`src/rtl/frame_cmd_scheduler_if.sv`:
```
// Command-side bus of the frame command scheduler.
// Avalon-style write strobe/data plus FIFO status flags.
interface fcs_if;
  logic        cmd_write;
  logic [31:0] cmd_writedata;
  logic        fifo_full;
  logic        overflow;

  modport master (
    output cmd_write,
    output cmd_writedata,
    input  fifo_full,
    input  overflow
  );

  modport slave (
    input  cmd_write,
    input  cmd_writedata,
    output fifo_full,
    output overflow
  );
endinterface

```
`src/rtl/frame_cmd_scheduler.sv`:
```
// Frame command scheduler: FIFO replay of sprite commands, vblank-held swap.
// Optional macro FCS_IRQ_EN adds a sticky swap interrupt cleared by ack words.
module frame_cmd_scheduler #(
  parameter int FIFO_DEPTH  = 16,
  parameter int VBLANK_LINE = 480
) (
  input  logic        clk,
  input  logic        reset,
  fcs_if.slave        bus,
  input  logic [9:0]  hcount,
  input  logic [9:0]  vcount,
  output logic [31:0] writedata_out,
  output logic        front_buf,
  output logic        swap_irq
);

  localparam int AW = $clog2(FIFO_DEPTH);
  localparam logic [AW:0] DEPTH_C = (AW+1)'(FIFO_DEPTH);
  localparam logic [9:0] VB_LINE = 10'(VBLANK_LINE);
  localparam logic [3:0] INFO_WR = 4'b0001;
  localparam logic [3:0] INFO_CM = 4'b1111;

  typedef enum logic [1:0] {
    IDLE,
    ISSUE,
    WAIT_VB,
    SWAP
  } state_t;

  state_t        state_q, state_d;
  logic [31:0]   mem_q [FIFO_DEPTH];
  logic [AW-1:0] wr_ptr_q, wr_ptr_d;
  logic [AW-1:0] rd_ptr_q, rd_ptr_d;
  logic [AW:0]   count_q, count_d;
  logic [31:0]   wd_q, wd_d;
  logic          front_q, front_d;
  logic          ovf_q, ovf_d;

  logic [3:0]    info_in;
  logic          keep;
  logic          full;
  logic          push;
  logic          pop;
  logic [31:0]   head;
  logic          vblank;

  // Enqueue filter, full check and head-of-queue view.
  always_comb begin
    info_in = bus.cmd_writedata[20:17];
    keep    = bus.cmd_write &&
              (info_in == INFO_WR || info_in == INFO_CM);
    full    = (count_q == DEPTH_C);
    push    = keep && !full;
    head    = mem_q[rd_ptr_q];
    vblank  = (vcount == VB_LINE) && (hcount == 10'd0);
  end

  // Next state, pointer/count update and the registered output word.
  always_comb begin
    state_d  = state_q;
    wd_d     = 32'h0;
    front_d  = front_q;
    ovf_d    = ovf_q | (keep && full);
    pop      = 1'b0;
    unique case (state_q)
      IDLE: begin
        if (count_q != '0) state_d = ISSUE;
      end
      ISSUE: begin
        pop = 1'b1;
      end
      WAIT_VB: begin
        if (vblank) state_d = SWAP;
      end
      SWAP: begin
        wd_d    = {11'b0, INFO_CM, 3'b0, ~front_q, 13'b0};
        front_d = ~front_q;
        state_d = (count_q != '0) ? ISSUE : IDLE;
      end
      default: state_d = IDLE;
    endcase

    wr_ptr_d = wr_ptr_q + AW'(push);
    rd_ptr_d = rd_ptr_q + AW'(pop);
    count_d  = count_q + (AW+1)'(push) - (AW+1)'(pop);

    if (pop) begin
      if (head[20:17] == INFO_CM) begin
        state_d = WAIT_VB;
      end else begin
        wd_d    = {head[31:14], ~front_q, head[12:0]};
        state_d = (count_d == '0) ? IDLE : ISSUE;
      end
    end
  end

  // Command storage; contents need no reset, only the pointers do.
  always_ff @(posedge clk) begin
    if (push) mem_q[wr_ptr_q] <= bus.cmd_writedata;
  end

  // Control and output registers.
  always_ff @(posedge clk) begin
    if (!reset) begin
      state_q  <= IDLE;
      wr_ptr_q <= '0;
      rd_ptr_q <= '0;
      count_q  <= '0;
      wd_q     <= 32'h0;
      front_q  <= 1'b0;
      ovf_q    <= 1'b0;
    end else begin
      state_q  <= state_d;
      wr_ptr_q <= wr_ptr_d;
      rd_ptr_q <= rd_ptr_d;
      count_q  <= count_d;
      wd_q     <= wd_d;
      front_q  <= front_d;
      ovf_q    <= ovf_d;
    end
  end

`ifdef FCS_IRQ_EN
  logic irq_q, irq_d;
  logic irq_set, irq_ack;

  // Sticky interrupt: set by the swap, cleared by an ack word; set wins.
  always_comb begin
    irq_set = (state_q == SWAP);
    irq_ack = bus.cmd_write && (info_in == 4'b0010);
    irq_d   = irq_q;
    if (irq_ack) irq_d = 1'b0;
    if (irq_set) irq_d = 1'b1;
  end

  // Interrupt register.
  always_ff @(posedge clk) begin
    if (!reset) irq_q <= 1'b0;
    else        irq_q <= irq_d;
  end

  assign swap_irq = irq_q;
`else
  assign swap_irq = 1'b0;
`endif

  assign writedata_out = wd_q;
  assign front_buf     = front_q;
  assign bus.fifo_full = full;
  assign bus.overflow  = ovf_q;

endmodule

```
`src/flat_wrapper.sv`:
```
// flat-port wrapper written by rule: the top's interface ports become plain ports
module frame_cmd_scheduler_flat 
#(
  parameter int FIFO_DEPTH  = 16,
  parameter int VBLANK_LINE = 480
)
  (clk, reset, hcount, vcount, writedata_out, front_buf, swap_irq, bus_cmd_write, bus_cmd_writedata, bus_fifo_full, bus_overflow);
  fcs_if bus_i ();
  input  logic clk;
  input  logic reset;
  input  logic [9:0] hcount;
  input  logic [9:0] vcount;
  output logic [31:0] writedata_out;
  output logic front_buf;
  output logic swap_irq;
  input wire logic [$bits(bus_i.cmd_write)-1:0] bus_cmd_write;
  input wire logic [$bits(bus_i.cmd_writedata)-1:0] bus_cmd_writedata;
  output wire logic [$bits(bus_i.fifo_full)-1:0] bus_fifo_full;
  output wire logic [$bits(bus_i.overflow)-1:0] bus_overflow;
  assign bus_i.cmd_write = bus_cmd_write;
  assign bus_i.cmd_writedata = bus_cmd_writedata;
  assign bus_fifo_full = bus_i.fifo_full;
  assign bus_overflow = bus_i.overflow;
  frame_cmd_scheduler #(.FIFO_DEPTH(FIFO_DEPTH), .VBLANK_LINE(VBLANK_LINE)) u_core (.clk(clk), .reset(reset), .bus(bus_i), .hcount(hcount), .vcount(vcount), .writedata_out(writedata_out), .front_buf(front_buf), .swap_irq(swap_irq));
endmodule
```
`config.mk`:
```
export PLATFORM = sky130hd
export DESIGN_NAME = frame_cmd_scheduler_flat
export DESIGN_NICKNAME = d
export VERILOG_FILES = /design/src/rtl/frame_cmd_scheduler_if.sv /design/src/rtl/frame_cmd_scheduler.sv /design/src/flat_wrapper.sv
export SDC_FILE = /design/constraint.sdc
export NUM_CORES = 1
export LEC_CHECK = 0
export ABC_CLOCK_PERIOD_IN_PS = 12600
export CORE_MARGIN = 2
export CORE_UTILIZATION = 60
export DETAILED_ROUTE_END_ITERATION = 16
export GPL_TIMING_DRIVEN = 0
export PLACE_DENSITY = 0.76
export SLEW_MARGIN = 20
export SYNTH_ARGS = -nofsm -noshare
export SYNTH_HDL_FRONTEND = slang
export SYNTH_SLANG_ARGS = --single-unit
export TNS_END_PERCENT = 10
```
`constraint.sdc`:
```
create_clock -name clk -period 12.6 [get_ports clk]
set_input_delay 2.52 -clock clk [delete_from_list [all_inputs] [get_ports clk]]
set_output_delay 2.52 -clock clk [all_outputs]
set_load 0.05 [all_outputs]
```
==> impl_metrics.ini, run 1 <==
[run_status]
status = finished clean

[power]
p_total_w = 0.004691
ir_worst_vdd_mv = 0.1309
leakagePower_nw = 7.715
powerDensity_nw_per_um2 = 191.4
internal-power_w = 0.003465
clockPowerShare = 0.342
comb_power_share = 0.225
swShare = 0.2614
p_switching_w = 0.001226
pwr-share-seq = 0.433

[logic_synthesis]
async_flop_share = 0
synth_cell_types = 51
netlist_area_um2 = 20700
synth-edff-count = 496
synth.yosys.seq_area_share = 0.7668
synthTopCellsByArea = edfxtp_1 (72%), mux4_2 (15%), dfxtp_1 (4.7%), mux4_1 (1.1%), nor2b_1 (0.85%)
synth_seq_cells = 545
yosysWarnings = 0
syn_inst = 928
synth_nets = 994
avgSynthCellArea_um2 = 22.31
synth_top_area_cell = edfxtp_1
synth_top_area_frac = 0.7194
ys.flop_type = edfxtp_1

[critical_path]
arrival_ns = 5.69
path_cells = clkdlybuf4s50_1 -> and3_1 -> o211ai_1 -> or4_1 -> nor3_2 -> buf_4 -> buf_4
crit_path_end_kind = register
crit_family = simple AND/OR/NAND/NOR gates
crit_path_max_incr_delay_ns = 0.86
crit_slowest_cell = clkdlybuf4s50_1
path_class = in2reg
required_ns = 12.85
cp_num_buf_inv = 3
critPathLaunchType = input pin
path_common_cell = buf_4
path_max_fanout = 18

[layout]
instances_no_fill = 1602
nets = 1169
area_delta_synth_final_pct = 18.39
drive_above_1_share = 0.2589
final_util = 0.7148
diodes = 0

[floorplan]
ios = 91
die_w_um = 189.8
dieArea_um2 = 36010
initial_core_util = 0.6038
core_area_um2 = 34290
rows = 68
die_y_um = 189.8

[route]
wl_met3_um = 3450
drc = 0
top_layer_used = met4
ant_nets = 0
via_count = 10300
vias_per_cell = 6.432
drt-met1-wl_um = 17280
wl_met2_um = 24840
drt-initial-drc-count = 1208
wl_per_cell_um = 29.27
wl_um = 46890
dr.pass1.iters = 5

[timing]
fmax_ghz = 0.1836
totalNegativeSetupSlack_ns = 0
post-route-period-util = 0.4323
setup_viol = 0
fin_skew_ns = 0.02923
timing.slew.headroom = 0.2676
setup_ws_ns = 7.153
worst_pin_slew_ns = 1.099
hold_viol_final = 0
rsz0062_at_grt = no
drv_slew = 0
period_minus_slack_ns = 5.447

[clock_network]
cts_sinks = 545
path_clk_slew_ns = 0.06
htree_levels = 2
post_cts_buffers = 0
cts_tree = yes
hold_buffers = 0
ctsResizeCount = 0
cts_buffers = 54
cts_root_buf = clkbuf_16
cts_max_path_buffers = 3
clk-insertion-delay-late_ns = 0.57

[global_route]
antenna_found_initial = 0
globalRouteTotalUtil = 0.2672
overflow = 0
grt_max_degree = 19
grt_pass1_vias = 10670
grt_pass1_wl_um = 68740

[placement]
portBuffers = 88
placedCellCount = 1502
dp_slack_ns = 6.587
gp_routability_congestion = 0.7392
dp_hpwl_um = 27560

[flow_run]
maxCapViolCount = 0

[worst_hold_path]
hp-class = reg2reg
-- worst reg2reg max path, cell delays in order (launching register included) --
cell	delay, ns
dfxtp_1	0.32
buf_2	0.26
clkbuf_1	0.49
buf_2	0.42
clkbuf_1	0.86
mux4_2	0.44
mux4_2	0.51
nor2b_1	0.15
-- synth_stat cells, types with 2 or more instances --
master,count
o221a_2,3
edfxtp_1,496
a211oi_1,2
buf_4,4
inv_1,12
mux2_2,3
mux4_1,9
nand2b_1,3
o21ai_0,7
o22ai_1,2
a22oi_1,3
nor4_1,3
nor2_1,28
o221ai_1,3
nand3b_1,2
mux4_2,135
a21oi_1,7
nand2_1,16
clkbuf_1,18
xnor2_1,3
ha_1,10
buf_2,9
xor2_1,5
mux2i_1,9
nand3_1,11
nor2b_1,28
and3_1,2
a211oi_2,2
nor4b_1,2
dfxtp_1,49
buf_6,10
nor3_1,7
buf_8,2
and2_1,6
-- through the flow --
stage               hold WS (ns)  instance area [µm²]
finish                    0.4778                24510
global route              0.5025                24510
CTS                       0.4792                24510
detailed placement        0.4614                22720
global placement          0.4492                22150
floorplan                 0.4842                20700
-- worst paths after layout --
kind / from / to / slack (ns) / depth (start not counted)
max: bus_cmd_writedata[19] / u_core.mem_q[0][4] / 7.15 / 7
min: u_core.bus.overflow / u_core.bus.overflow / 0.48 / 1
max reg2reg: u_core.rd_ptr_q[1] / u_core.writedata_out[25] / 9.05 / 7
min reg2reg: u_core.bus.overflow / u_core.bus.overflow / 0.48 / 1
-- metal layers --
metal	vias to the layer above	track usage
met2	540	0.4679
met5	-	0
met1	5443	0.3522
li1	4224	-
met3	97	0.03911
met4	0	0.08378
-- cell families after synthesis --
family,share of synthesized area
flops,0.7668
compound gates,0.01378
buf+inv,0.01656
other cells,0.0001811
mux,0.1643
xor+xnor,0.003385
simple gates,0.02798
fa+ha+maj,0.007011
-- state kept, by name (all words and copies together), names as in the netlist --
register,cells
u_core.rd_ptr_q,4
u_core.mem_q,496
u_core.wr_ptr_q,4
u_core.bus.overflow,1
u_core.state_q,2
u_core.front_buf,1
u_core.writedata_out,32
u_core.count_q,5
-- cell type report --
cell class / count / area [µm²]
multi-input combinational: 325 / 4594
buffer: 44 / 291.5
sequential: 545 / 15880
clock inverter: 26 / 305.3
inverter: 14 / 53.80
clock buffer: 74 / 1488
timing repair buffer: 119 / 1333
fill: 1920 / 9778
tap: 455 / 569.3
-- layout by cell type (no fill, tap or decap), types with 10 or more instances in the layout --
cell type and instances:
buf_4 17, buf_6 15, clkbuf_1 31, clkbuf_16 55
clkdlybuf4s50_1 88, dfxtp_1 49, edfxtp_1 496, ha_1 10
inv_1 12, mux4_2 135, nand2_1 16, nand3_1 11
nor2_1 16, nor2_4 12, nor2b_1 28
-- power by group through the flow --
stage                     Clock (W)  Combinational [W]  Sequential [W]
after global placement            0            0.00102         0.00207
final                       0.00160            0.00106         0.00203
after detailed placement          0            0.00104         0.00207
after global routing        0.00168            0.00112         0.00204
after CTS                   0.00162            0.00106         0.00203
after floorplan                   0           0.000671         0.00216
Note: power is estimated with default switching activity, not from simulation.
==> inputs of run 2 (changes only) <==
--- a/config.mk
+++ b/config.mk
@@ -5,12 +5,12 @@
 export SDC_FILE = /design/constraint.sdc
 export NUM_CORES = 1
 export LEC_CHECK = 0
-export ABC_CLOCK_PERIOD_IN_PS = 12600
+export ABC_CLOCK_PERIOD_IN_PS = 4400
 export CORE_MARGIN = 2
-export CORE_UTILIZATION = 60
+export CORE_UTILIZATION = 54
 export DETAILED_ROUTE_END_ITERATION = 16
 export GPL_TIMING_DRIVEN = 0
-export PLACE_DENSITY = 0.76
+export PLACE_DENSITY = 0.72
 export SLEW_MARGIN = 20
 export SYNTH_ARGS = -nofsm -noshare
 export SYNTH_HDL_FRONTEND = slang
==> constraint.sdc (replaced) <==
create_clock -name clk -period 4.4 [get_ports clk]
set_input_delay 0.88 -clock clk [delete_from_list [all_inputs] [get_ports clk]]
set_output_delay 0.88 -clock clk [all_outputs]
set_load 0.05 [all_outputs]
==> run 2 against run 1 <==
Sequential share of layout area shrank 0.46 points. Critical path depth grew 1. Via count fell by 3.7%. Critical path type unchanged. Core utilization is 6.1 points lower. Die area up 11%. Cell area grew 0.72%.
==> impl_metrics.ini, run 2 (synthesis gave the netlist of run 1 again) <==
[run_status]
status = finished clean

[layout]
nets = 1174
fin_area_um2 = 24690
mostFrequentLayoutCells = edfxtp_1 (496), mux4_2 (135), clkdlybuf4s50_1 (88)
area_delta_synth_final_pct = 19.24
largest_reg_flops = 496
final_common_cell = edfxtp_1
drive_above_1_share = 0.2622
largest_register = u_core.mem_q

[placement]
placed_cell_area_um2 = 22940
gp_routability_congestion = 0.7403
portBuffers = 88
dp_slack_ns = 0.01955
dp_hpwl_um = 27950

[timing]
setup_viol = 0
fin_skew_ns = 0.01466
post-route-period-util = 0.8722
rsz0062_at_grt = no
period_minus_slack_ns = 3.838
timing.slew.headroom = 0.3250
setup_ws_ns = 0.5624
hold_viol_final = 0
worst_pin_slew_ns = 1.012
drv_slew = 0
fmax_ghz = 0.2606

[clock_network]
post_cts_buffers = 0
cts_buffers = 53
cts_sinks = 545
path_clk_slew_ns = 0.06
cts_tree = yes
cts_max_path_buffers = 3
ctsResizeCount = 0
hold_buffers = 0
htree_levels = 2
clk-insertion-delay-late_ns = 0.59
cts_root_buf = clkbuf_16

[floorplan]
initial_core_util = 0.5483
rows = 71
die_y_um = 199.8
core_area_um2 = 37760
ios = 91
die_w_um = 199.8
dieArea_um2 = 39920

[power]
powerDensity_nw_per_um2 = 537.6
ir_worst_vdd_mv = 0.3651
leakagePower_nw = 7.757

[route]
drt-initial-drc-count = 823
wl_um = 44270
vias_per_cell = 5.961
dr.pass1.iters = 5
drc = 0
via_count = 9919
ant_nets = 0
wl_per_cell_um = 26.61

[global_route]
grt_pass1_vias = 10240
globalRouteTotalUtil = 0.2352
antenna_found_initial = 2
grt_max_degree = 19
overflow = 0
grt_pass1_wl_um = 66070

[critical_path]
arrival_ns = 4.14
crit_path_end_kind = register
required_ns = 4.70
path_class = in2reg
path_max_fanout = 18
critPathLaunchType = input pin

[worst_hold_path]
hp-class = reg2reg

[flow_run]
maxCapViolCount = 0
[run 2: changes by cell type in the layout (fill, tap and decap cells not counted), sizes merged]
cell    change
inv         +3
clkinv      -8
diode       +1
buf         +6
clkbuf      +6
bufinv      -2
[run 2: where the power goes]
part | leakage [nW] | internal [W] | switching, W
logic | 2.06 | 0.00144 | 0.00152
clock network | 0.841 | 0.00261 | 0.00189
registers | 4.86 | 0.00576 | 0.0000532
total | 7.76 | 0.00981 | 0.00346
[run 2: per-stage QoR]
stage / TNS, ns / instances / power [W] / util / hold WS (ns)
after floorplan: 0 / 928 / 0.008095 / - / 0.4842
after global placement: -1075.36 / 1527 / 0.008857 / 0.5886 / 0.4489
after detailed placement: 0 / 1564 / 0.008891 / 0.6077 / 0.4536
after CTS: 0 / 1663 / 0.01337 / 0.6538 / 0.4833
after global routing: 0 / 1664 / 0.01376 / 0.6539 / 0.5070
final: 0 / 1664 / 0.01327 / 0.6539 / 0.4803
[run 2: final cells by class]
class | count | area [µm²]
Clock inverter | 19 | 242.7
Sequential cell | 545 | 15880
Antenna cell | 1 | 2.502
Inverter | 14 | 53.80
Timing Repair Buffer | 125 | 1490
Tap cell | 511 | 639.4
Multi-Input combinational cell | 325 | 4594
Buffer | 44 | 290.3
Fill cell | 2412 | 13070
Clock buffer | 80 | 1498
[run 2: worst max-delay path, cell delays in order]
cell and delay, ns:
clkdlybuf4s50_1 0.84, and3_1 0.23, o211ai_1 0.21, nor2_1 0.39, nand3b_1 0.42, nor3_2 0.68, buf_4 0.30, buf_4 0.17
[run 2: metal layers]
metal	up-vias	global-route usage	part of all wire
li1	4234	-	-
met2	388	0.3920	0.51
met4	2	0.08093	0.030
met3	92	0.03696	0.067
met1	5203	0.3222	0.40
met5	-	0	0.00025
[run 2: path summary, 6_finish.rpt]
path	to	depth (start not counted)	start	slack [ns]
worst max-delay path	u_core.mem_q[2][11]	8	bus_cmd_writedata[19]	0.56
worst min-delay path	u_core.writedata_out[13]	1	u_core.front_buf	0.48
worst max register to register	u_core.writedata_out[24]	7	u_core.rd_ptr_q[1]	1.05
worst min register to register	u_core.writedata_out[13]	1	u_core.front_buf	0.48
==> inputs of run 3 (changes only) <==
--- a/config.mk
+++ b/config.mk
@@ -15,4 +15,4 @@
 export SYNTH_ARGS = -nofsm -noshare
 export SYNTH_HDL_FRONTEND = slang
 export SYNTH_SLANG_ARGS = --single-unit
-export TNS_END_PERCENT = 10
+export TNS_END_PERCENT = 50
==> results of run 3 <==
The final DEF is identical to that of run 2; final timing and power are the same.
